`src/rtl/forwarding_ctrl.sv`:
```
// Operand forwarding and load-use hazard control for a 5-stage pipeline.
// Tracks the destination of the instructions in MEM and WB, and counts load-use stalls.
module forwarding_ctrl (
  input  logic        clk,
  input  logic        rst_n,
  input  logic [4:0]  id_rs1,
  input  logic [4:0]  id_rs2,
  input  logic [4:0]  ex_rs1,
  input  logic [4:0]  ex_rs2,
  input  logic [4:0]  ex_rd,
  input  logic        ex_valid,
  input  logic        ex_regwrite,
  input  logic        ex_memread,
  input  logic        flush,
  output logic [1:0]  forward_a,
  output logic [1:0]  forward_b,
  output logic        stall,
  output logic [15:0] stall_count
);

  localparam logic [1:0] SEL_RF  = 2'b00;
  localparam logic [1:0] SEL_WB  = 2'b01;
  localparam logic [1:0] SEL_MEM = 2'b10;

  logic [4:0] mem_rd;
  logic       mem_wr;
  logic [4:0] wb_rd;
  logic       wb_wr;

  // MEM is checked first so the newer value wins; x0 is never a forwarding source.
  function automatic logic [1:0] fwd_sel(
    input logic [4:0] src,
    input logic [4:0] m_rd,
    input logic       m_wr,
    input logic [4:0] w_rd,
    input logic       w_wr
  );
    if (m_wr && (m_rd != 5'd0) && (m_rd == src))
      return SEL_MEM;
    else if (w_wr && (w_rd != 5'd0) && (w_rd == src))
      return SEL_WB;
    else
      return SEL_RF;
  endfunction

  function automatic logic [15:0] sat_inc(input logic [15:0] v);
    return (v == 16'hFFFF) ? v : v + 16'd1;
  endfunction

  // EX -> MEM -> WB destination tracking; advances even while stalling
  always_ff @(posedge clk or negedge rst_n) begin
    if (!rst_n) begin
      mem_rd <= 5'd0;
      mem_wr <= 1'b0;
      wb_rd  <= 5'd0;
      wb_wr  <= 1'b0;
    end else begin
      mem_rd <= ex_rd;
      mem_wr <= ex_valid & ex_regwrite;
      wb_rd  <= mem_rd;
      wb_wr  <= mem_wr;
    end
  end

  always_comb begin
    forward_a = fwd_sel(ex_rs1, mem_rd, mem_wr, wb_rd, wb_wr);
    forward_b = fwd_sel(ex_rs2, mem_rd, mem_wr, wb_rd, wb_wr);
  end

  always_comb begin
    stall = ex_valid && ex_memread && ex_regwrite && (ex_rd != 5'd0) &&
            ((ex_rd == id_rs1) || (ex_rd == id_rs2)) && !flush;
  end

  always_ff @(posedge clk or negedge rst_n) begin
    if (!rst_n)
      stall_count <= 16'd0;
    else if (stall)
      stall_count <= sat_inc(stall_count);
  end

endmodule
```
`config.mk`:
```
export PLATFORM = sky130hd
export DESIGN_NAME = forwarding_ctrl
export DESIGN_NICKNAME = d
export VERILOG_FILES = /design/src/rtl/forwarding_ctrl.sv
export SDC_FILE = /design/constraint.sdc
export NUM_CORES = 1
export LEC_CHECK = 0
export ABC_AREA = 1
export BUFFER_PORTS_ARGS = -buffer_cell sky130_fd_sc_hd__buf_2
export CAP_MARGIN = 25
export CORE_ASPECT_RATIO = 0.5
export CORE_UTILIZATION = 55
export DETAILED_ROUTE_END_ITERATION = 8
export PLACE_DENSITY_LB_ADDON = 0.1
export SYNTH_ARGS = -nofsm -noshare
export SYNTH_HDL_FRONTEND = slang
export SYNTH_SLANG_ARGS = --single-unit
export TNS_END_PERCENT = 50
```
`constraint.sdc`:
```
create_clock -name clk -period 3.5 [get_ports clk]
set_clock_uncertainty 0.1 [all_clocks]
set_input_delay 0.7 -clock clk [delete_from_list [all_inputs] [get_ports clk]]
set_output_delay 0.7 -clock clk [all_outputs]
set_load 0.01 [all_outputs]
```
; ---- Word-level counts from Yosys, hierarchy flattened
; Cells that the tools add are included.
; W data, S select, Z words.
[word_totals]
ff_bits = 28
out_inout_bits = 21
wordCells = 36
[classes]
addsub = 1
n_eq_ne = 7
muxes = 4
bitwise_logic = 2
reduce_logical = 17
[op_table]
columns = operator, count
row1 = $eq A5 B5 Y1, 6
row2 = $add A16 B1 Y16 const B, 1
row3 = $eq A16 B16 Y1 const B, 1
row4 = $reduce_bool A5 Y1, 3
row5 = $logic_and A1 B1 Y1, 11
row6 = $mux W2, 2
row7 = $mux W1, 2
row8 = $reduce_and A2 Y1, 1
row9 = $and A1 B1 Y1, 1
row10 = $logic_not A1 Y1, 1
row11 = $logic_or A1 B1 Y1, 1
row12 = $not A1 Y1, 1

; ---- Longest topological paths before layout
; Gate-level depths: netlist of the first run.
[depth]
depth_word = 6
ltp_mapped = 10
depth_no_buf = 10

; ---- Worst setup path before layout of the first run
; Ideal clock, no wire load.
[synth_path]
path_type = in2out
from = in ex_rs1[3]
to = out forward_a[0]
t_arrival_ns = 1.508
setup_slack_ns = 1.192
stages = 3
path_buffers = 0
cell_sequence = xor2_1 > nor4_1 > nor2_1
[synth_between]
elab_chain_len = 4
elab_cells_between_ends = 6
cone_classes = eq/ne (2) / mux (2) / reduce/logical (2)
[synth_rtl]
columns = item, line
row1 = from (decl), 8  ; input logic [4:0] ex_rs1,
row2 = $eq A5 B5 Y1, 40  ; else if (w_wr && (w_rd != 5'd0) && (w_rd == src))
row3 = $logic_and A1 B1 Y1, 40
row4 = $mux W1, 40
row5 = $mux W2 (*), 38  ; if (m_wr && (m_rd != 5'd0) && (m_rd == src))
row6 = to (decl), 15  ; output logic [1:0] forward_a,
; Every way passes the cells marked *; elsewhere a longest branch is shown, timed or not.

; ---- Worst setup path in the final report of the first run
[layout_path]
from = in ex_rd[1]
to = out stall
[layout_between]
elab_chain_len = 4
elab_cells_between_ends = 7
cone_classes = eq/ne (2) / reduce/logical (5)
[layout_rtl]
columns = item, line
row1 = from (decl), 10  ; input logic [4:0] ex_rd,
row2 = $eq A5 B5 Y1 or $reduce_bool A5 Y1 (tied branches), "72, 71"
row3 = $logic_or A1 B1 Y1 or $logic_and A1 B1 Y1 (tied branches), "72, 71"
row4 = $logic_and A1 B1 Y1 (*), 71  ; stall = ex_valid && ex_memread && ex_regwrite && (ex_rd != 5'd0) &&
row5 = $logic_and A1 B1 Y1 (*), 72  ; ((ex_rd == id_rs1) || (ex_rd == id_rs2)) && !flush;
row6 = to (decl), 17  ; output logic stall,
; Marks and branches as above.

==> impl_results.md, run 1 <==
* Min-Delay Path Class: reg -> reg
* Final #Nets at 340
* Worst path arrival time at 1830 ps
* Fmax at 0.380 GHz
* Measured slew at the worst slew-check pin at 627 ps
* DRT Wirelength at 4.28 mm
* # setup viols final at 0
* Die Ht at 43.7 um
* Ports at 52
* Total gr overflow at 0
* First DRT Iteration DRCs at 33
* Core area at 3150 um^2
* ANT nets after route at 0
* Rows at 14
* Die area at 3730 um^2
* WL/cell at 12.3 um
* # clock sinks at 28
* Period utilisation layout at 75.2%
* Clock buffer depth at 2
* #FFs+latches synth at 28
* P&R area growth vs syn at 17.6%
* Leak Pwr at 1.16 nW
* Via count at 1,792
* Sum of negative setup slack at 0 ps
* GPL Wtd Cong at 0.874
* H-tree levels at 1
* Netlist Area Pre-Place at 1910 um^2
* HPWL Detailed at 3.20 mm
* Root Driver: clkbuf_8
* Critical path fanouts, max at 23
* CP endpoint kind: output port
* Delay-heaviest family, CP: simple AND/OR/NAND/NOR gates
* Max VDD drop at 0.236 mV
* Min Tclk post-route at 2630 ps
* Yosys warns at 0
* Seq/Total Area, Yosys at 36.6%
* Final WS setup at 869 ps
* IO buf count at 51
* N_diodes at 0
* Critical path startpoint category: primary input
* Pre-Repair DR Iteration Count at 4
* Pwr dens at 312 nW/um^2
* Setup bufs post-CTS at 0
* Max-cap violations at 0
* Layout cells sized above 1 at 26.1%
* Final slew viol count at 0
* CTS Buf Count at 3
* Clk_lat worst skew at 280 ps
* CP max stage delay at 240 ps
* Post-cts sizing count at 0
* Avg Inst Size Synth at 7.48 um^2
* Vias per Instance at 5.16
* Synth unique cells at 25
* CP Data Required Time at 2700 ps
* Gr usage total at 25.3%
* First-pass GRT wire length at 7.42 mm
* Largest net degree at the start of global routing at 29
* Cell Chain, Critical Path: buf_2 -> inv_2 -> nand2_1 -> nand2_1 -> nor2_1 -> nand3_1 -> nand2_4 -> nand2_2 -> inv_1 -> buf_2
* Number of remaining DRC errors at 0
* Synth Instances at 256
* Kind of critical path: in -> out
* Initial antenna violation count at 0
* Reg clk slew, reported paths at 100 ps
* Slew margin rel. at 58.2%
* TritonCTS clock tree: built
* Bufs and invs on worst path at 4
* Hold buffers post-CTS at 0
* Number of global-route vias before repair at 1,743
* Final Hold Fails at 0
* Status: finished clean
* Placement Setup Slack at 864 ps
* RSZ-0062 raised after global routing: no
* Slowest CP cell: nand2_4
* Syn_nets at 288
* Starting Density at 60.7%
* Die width at 85.4 um
## worst reg2reg max path: stages, from the launching register on
cell,delay [ps]
dfrtp_1,400
ha_1,210
nand2_1,100
nor2_4,160
nand4_2,330
and2_1,280
nand3_1,80
nand2_1,60
nand2_1,60
## path summary, 6_finish.rpt
check	from	endpoint	slack (ps)	cells after the start
worst max-delay path	ex_rd[1]	stall	870	10
max in group asynchronous	rst_n	mem_wr	2560	1
worst min-delay path	mem_wr	wb_wr	300	0
worst max register to register	stall_count[1]	stall_count[10]	1670	8
min in group asynchronous	rst_n	stall_count[3]	320	1
worst min register to register	mem_wr	wb_wr	300	0
## cell families after synthesis
group / share of synthesized area [%]
AO/OA/AOI/OAI: 3.53
XOR/XNOR: 10.5
buffers and inverters: 10.3
flip-flops: 36.6
adder cells (fa/ha/maj): 0.653
AND/OR/NAND/NOR: 38.4
## layout make-up
cell class                 instances  area, um^2
tap                               40        50.0
timing repair buffer              52         263
clock buffer                       3        41.3
inverter                          40         150
multi-input combinational        183        1020
clock inverter                     1        30.0
fill                             259         901
sequential                        28         701
## sequential cells by signal (all words and copies together) (netlist names)
register / flops
mem_rd: 5
mem_wr: 1
wb_rd: 5
stall_count: 16
wb_wr: 1
## metrics by stage
stage               utilization, %  area (um^2)  hold WS (ps)  cells  power (W)
floorplan                        -         1910           248    256   0.000408
CTS                           71.4         2250           300    347   0.000712
global placement              69.2         2180           267    343   0.000447
finish                        71.4         2250           300    347   0.000704
global route                  71.4         2250           329    347   0.000738
detailed placement            69.2         2180           276    343   0.000452
## routing by layer
metal | vias to the layer above | GRT usage [%] | routed length, um
met1 | 834 | 30.1 | 1920
met5 | - | 0 | 0
met3 | 4 | 5.52 | 184
li1 | 912 | - | -
met2 | 42 | 49.8 | 2160
met4 | 0 | 2.67 | 16
## cell usage in the layout (no fill, tap or decap), types with 2 or more instances in the layout
cell type,count
buf_2,51
o21ai_0,3
clkbuf_8,3
o21bai_1,7
xor2_1,10
nand3_2,4
nand4_1,18
nor4_1,2
dfrtp_1,28
nand2_1,65
nor2_4,3
nor3_1,3
nand2_2,2
nand3_1,13
nor2_1,25
nor2_2,8
xnor2_1,13
inv_1,36
nand2_4,2
nand3b_1,2
inv_2,4
## cell usage after synthesis (all sizes together)
library cell / number / area [um^2]
nor3: 3 / 15.0
clkbuf: 1 / 7.51
nor2: 36 / 178
nand4: 19 / 125
o21ai: 3 / 15.0
nor4: 2 / 12.5
and2: 1 / 6.26
buf: 4 / 38.8
nand3: 17 / 105
xnor2: 13 / 114
o21bai: 7 / 52.6
xor2: 10 / 87.6
dfrtp: 28 / 701
nand2: 69 / 279
nand3b: 2 / 15.0
ha: 1 / 12.5
inv: 40 / 150
## where the power goes
| part | switching [W] | total, W | internal, W | leakage, nW |
|---|---|---|---|---|
| combinational | 0.0000570 | 0.0000992 | 0.0000422 | 0.803 |
| clock | 0.000106 | 0.000259 | 0.000153 | 0.0357 |
| sequential | 0.0000112 | 0.000345 | 0.000334 | 0.323 |
| total | 0.000174 | 0.000704 | 0.000529 | 1.16 |
No activity file was read; power rests on OpenSTA's default activity.
==> run 2, diff against run 1 <==
--- a/config.mk
+++ b/config.mk
@@ -9,7 +9,7 @@
 export BUFFER_PORTS_ARGS = -buffer_cell sky130_fd_sc_hd__buf_2
 export CAP_MARGIN = 25
 export CORE_ASPECT_RATIO = 0.5
-export CORE_UTILIZATION = 55
+export CORE_UTILIZATION = 47
 export DETAILED_ROUTE_END_ITERATION = 8
 export PLACE_DENSITY_LB_ADDON = 0.1
 export SYNTH_ARGS = -nofsm -noshare
==> constraint.sdc (replaced) <==
create_clock -name clk -period 2.3 [get_ports clk]
set_clock_uncertainty 0.1 [all_clocks]
set_input_delay 0.46 -clock clk [delete_from_list [all_inputs] [get_ports clk]]
set_output_delay 0.46 -clock clk [all_outputs]
set_load 0.01 [all_outputs]
==> run 2 against run 1 <==
  * Core utilization is 9.3 points lower
  * Critical path depth is 5 lower
  * Worst hold slack worse by 210 ps
  * Combinational power is 54% higher
  * Routed wire length is 1.8% higher
  * Global-route usage is 4.1 points lower
  * Sequential power is 52% higher
  * Cell count is 3.5% higher
  * Sequential cell count stayed put
  * Highest routed layer unchanged
==> impl_results.md, run 2 (synthesis results as in run 1) <==
* Max-cap violations at 0
* Reg-to-reg startpoint: stall_count[0]
* P&R area growth vs syn at 18.8%
* Final Hold Fails at 0
* Leak Pwr at 1.17 nW
* Pwr dens at 474 nW/um^2
* Setup bufs post-CTS at 0
* Layout cells sized above 1 at 26.3%
* Pre-Repair DR Iteration Count at 6
* Die Ht at 47.1 um
* H-tree levels at 1
* Via count at 1,774
* Reg area at 701 um^2
* Ports at 52
* Root Driver: clkbuf_8
* # clock sinks at 28
* Total gr overflow at 0
* TritonCTS clock tree: built
* Vias per Instance at 4.94
* Number of global-route vias before repair at 1,567
* WL/cell at 12.1 um
* Starting Density at 52.3%
* Period utilisation layout at 90.4%
* RSZ-0062 raised after global routing: no
* Max FFs per register at 16
* Status: finished clean
* DRT Wirelength at 4.36 mm
* CTS Buf Count at 3
* Largest Register: stall_count
* Most frequent cells in the layout: nand2_1, buf_2, inv_1
* Worst path arrival time at 1520 ps
* Number of remaining DRC errors at 0
* Reg clk slew, reported paths at 100 ps
* Largest registers: stall_count x16, mem_rd x5, wb_rd x5
* Sum of negative setup slack at 0 ps
* Fmax at 0.481 GHz
* First-pass GRT wire length at 6.99 mm
* CP endpoint kind: output port
* HPWL Detailed at 3.29 mm
* Slew margin rel. at 57.9%
* First DRT Iteration DRCs at 64
* Die area at 4350 um^2
* Measured slew at the worst slew-check pin at 631 ps
* Start point of the critical path: mem_rd[0]
* Gr usage total at 21.2%
* ANT nets after route at 0
* Clk_lat worst skew at 280 ps
* Largest net degree at the start of global routing at 29
* Die width at 92.3 um
* FILL cells at 336
* Max VDD drop at 0.276 mV
* GPL Wtd Cong at 0.816
* Post-cts sizing count at 0
* Rows at 15
* CP Data Required Time at 1740 ps
* Final hold slack at 86.4 ps
* Clock buffer depth at 2
* Hold buffers post-CTS at 0
* Initial antenna violation count at 0
* N_diodes at 0
* Final slew viol count at 0
* Min Tclk post-route at 2080 ps
* Multi-input logic area at 1020 um^2
* Core area at 3660 um^2
* IO buf count at 51
* Final #Nets at 341
* Commonest non-fill, non-tap cell in the layout: nand2_1
* Critical path fanouts, max at 4
* # setup viols final at 0
* Kind of critical path: reg -> out
* Critical path startpoint category: register
* Min-Delay Path Class: in -> async
## run 2: per-stage QoR
| stage | power [W] | area [um^2] | util (%) | setup WS [ps] | std cells |
|---|---|---|---|---|---|
| after CTS | 0.00109 | 2270 | 62.1 | 219 | 359 |
| final | 0.00108 | 2270 | 62.1 | 221 | 359 |
| after global placement | 0.000684 | 2200 | 60.2 | 371 | 355 |
| after floorplan | 0.000621 | 1910 | - | 472 | 256 |
| after global routing | 0.00113 | 2270 | 62.1 | 78.9 | 359 |
| after detailed placement | 0.000691 | 2200 | 60.2 | 359 | 355 |
## run 2: final timing paths
kind | cells after the start | slack, ps | end
min in group clk | 1 | 230 | mem_rd[3]
max | 5 | 220 | forward_a[0]
min reg2reg | 0 | 290 | wb_wr
max in group asynchronous | 1 | 1610 | stall_count[12]
min | 1 | 90 | stall_count[4]
max reg2reg | 8 | 450 | stall_count[10]
## run 2: where the power goes
group / internal [W] / leakage [nW] / switching, W
Sequential: 0.000508 / 0.323 / 0.0000182
Combinational: 0.0000658 / 0.808 / 0.0000871
Clock: 0.000233 / 0.0357 / 0.000165
## run 2: routing by layer
layer | up-vias | GRT usage [%] | share of wire [%]
met4 | 0 | 4.06 | 0.64
li1 | 913 | - | -
met5 | - | 0 | 0
met3 | 4 | 5.34 | 6.0
met2 | 52 | 38.8 | 48
met1 | 805 | 26.8 | 46
## run 2: final cells by class
type                       instances  area share, %
multi-input combinational        183           44.7
sequential                        28           30.8
timing repair buffer              53           11.9
inverter                          40           6.60
tap                               51           2.81
clock buffer                       3           1.82
clock inverter                     1           1.32
## run 2: critical path, cell delays in order, from the launching register on
cell and delay [ps]:
dfrtp_1 440, xnor2_1 220, nand3_1 110, nor4_1 260
nor2_1 70, buf_2 140
==> run 3, diff against run 2 <==
--- a/config.mk
+++ b/config.mk
@@ -9,7 +9,8 @@
 export BUFFER_PORTS_ARGS = -buffer_cell sky130_fd_sc_hd__buf_2
 export CAP_MARGIN = 25
 export CORE_ASPECT_RATIO = 0.5
-export CORE_UTILIZATION = 47
+export CORE_UTILIZATION = 49
+export CTS_BUF_LIST = sky130_fd_sc_hd__clkbuf_2 sky130_fd_sc_hd__clkbuf_4 sky130_fd_sc_hd__clkbuf_8
 export DETAILED_ROUTE_END_ITERATION = 8
 export PLACE_DENSITY_LB_ADDON = 0.1
 export SYNTH_ARGS = -nofsm -noshare
==> run 3 against run 2 <==
  * Sequential cell count did not move
  * Clock power fell by 1%
  * Via count fell by 0.90%
  * Global-route usage fell by 0.23 points
  * Register-to-register slack improved by 20 ps
  * Core utilization rose by 1.3 points
  * Non-clock buffer count did not move
  * Combinational power barely moved
  * Setup slack got worse by 7.5 ps
  * Critical path type unchanged
==> impl_results.md, run 3 (synthesis results as in run 1) <==
* Slew margin rel. at 57.5%
* Top sig layer: met4
* Met2 wire length at 1.90 mm
* First DRT Iteration DRCs at 36
* Die Ht at 46.2 um
* TritonCTS clock tree: built
* Commonest non-fill, non-tap cell in the layout: nand2_1
* Final WS setup at 213 ps
* Worst path arrival time at 1530 ps
* Period utilisation layout at 90.7%
* Leak Pwr at 1.17 nW
* Most frequent cells in the layout: nand2_1, buf_2, inv_1
* Critical path startpoint category: register
* Final Hold Fails at 0
* Kind of critical path: reg -> out
* Layout cells sized above 1 at 26.3%
* Most used cell, CP: nor2_1
* CP Data Required Time at 1740 ps
* Max VDD drop at 0.253 mV
* Critical path fanouts, max at 4
* CTS Buf Count at 3
* Cell Chain, Critical Path: nor2_1 -> nand2_1 -> o21ai_0 -> nor4_1 -> nor2_1 -> buf_2
* Pre-Repair DR Iteration Count at 4
* H-tree levels at 1
* Ports at 52
* First-pass GRT wire length at 6.70 mm
* DRT Wirelength at 4.08 mm
* IO buf count at 51
* Root Driver: clkbuf_8
* Final #Nets at 341
* # setup viols final at 0
* Min-Delay Path Class: in -> async
* Measured slew at the worst slew-check pin at 638 ps
* Min Tclk post-route at 2090 ps
* FILL cells at 315
* HPWL Detailed at 3.10 mm
* RSZ-0062 raised after global routing: no
* Via count at 1,758
* Number of global-route vias before repair at 1,553
* Hold buffers post-CTS at 0
* Die area at 4180 um^2
* Setup bufs post-CTS at 0
* Post-cts sizing count at 0
* Max FFs per register at 16
* Pwr dens at 472 nW/um^2
* Delay-heaviest family, CP: simple AND/OR/NAND/NOR gates
* Largest net degree at the start of global routing at 29
* N_diodes at 0
* Largest Register: stall_count
* Bufs and invs on worst path at 1
* Core area at 3580 um^2
* Cells after DPL at 355
* Met1 wire length at 1.91 mm
* ANT nets after route at 0
* Rows at 15
* Placement Setup Slack at 371 ps
* Vias per Instance at 4.90
* Largest registers: stall_count x16, mem_rd x5, wb_rd x5
* Reg clk slew, reported paths at 100 ps
* Non-Filler Instances at 359
* CP endpoint kind: output port
* Slowest CP cell: dfrtp_1
* Max-cap violations at 0
* DR WL met3 at 218 um
* Starting Density at 53.4%
* # clock sinks at 28
* Final slew viol count at 0
* Initial antenna violation count at 0
* Total gr overflow at 0
* Gr usage total at 21.0%
* Sum of negative setup slack at 0 ps
* Fmax at 0.479 GHz
* Clock buffer depth at 2
* P&R area growth vs syn at 18.8%
* Clk_lat worst skew at 280 ps
* Finished Core Util at 63.4%
* Number of remaining DRC errors at 0
* Status: finished clean
* WL/cell at 11.4 um
* CP max stage delay at 430 ps
* GPL Wtd Cong at 0.861
* Die width at 90.4 um
## run 3: final cells by class
class | instances | area [um^2] | share of cell area (%)
multi-input combinational | 183 | 1020 | 44.7
inverter | 40 | 150 | 6.60
sequential | 28 | 701 | 30.8
clock inverter | 1 | 30.0 | 1.32
tap | 51 | 63.8 | 2.81
timing repair buffer | 53 | 270 | 11.9
clock buffer | 3 | 41.3 | 1.82
## run 3: through the flow
step | instance area (um^2) | power, W | hold slack [ps]
6_report | 2270 | 0.00107 | 92.1
4_1_cts | 2270 | 0.00109 | 110
3_3_place_gp | 2200 | 0.000685 | 265
3_5_place_dp | 2200 | 0.000690 | 260
5_1_grt | 2270 | 0.00113 | 139
2_1_floorplan | 1910 | 0.000621 | 64.4
## run 3: routing by layer
layer | track usage [%] | vias up
met5 | 0 | -
met4 | 6.45 | 0
met2 | 38.6 | 47
li1 | - | 913
met1 | 25.7 | 791
met3 | 4.79 | 7
## run 3: power breakdown
group | internal [W] | leakage, nW | switching (W) | total (W)
Combinational | 0.0000656 | 0.808 | 0.0000879 | 0.000154
Sequential | 0.000508 | 0.323 | 0.0000173 | 0.000525
Clock | 0.000233 | 0.0357 | 0.000161 | 0.000394
Total | 0.000807 | 1.17 | 0.000266 | 0.00107
## run 3: path summary, 6_finish.rpt
kind	startpoint	to	slack [ps]	cells after the start
setup reg to reg	stall_count[1]	stall_count[4]	470	8
setup / recovery	mem_rd[2]	forward_a[0]	210	6
min in group clk	ex_rd[3]	mem_rd[3]	230	1
hold reg to reg	mem_wr	wb_wr	280	0
max in group asynchronous	rst_n	stall_count[15]	1600	1
hold / removal	rst_n	stall_count[4]	90	1
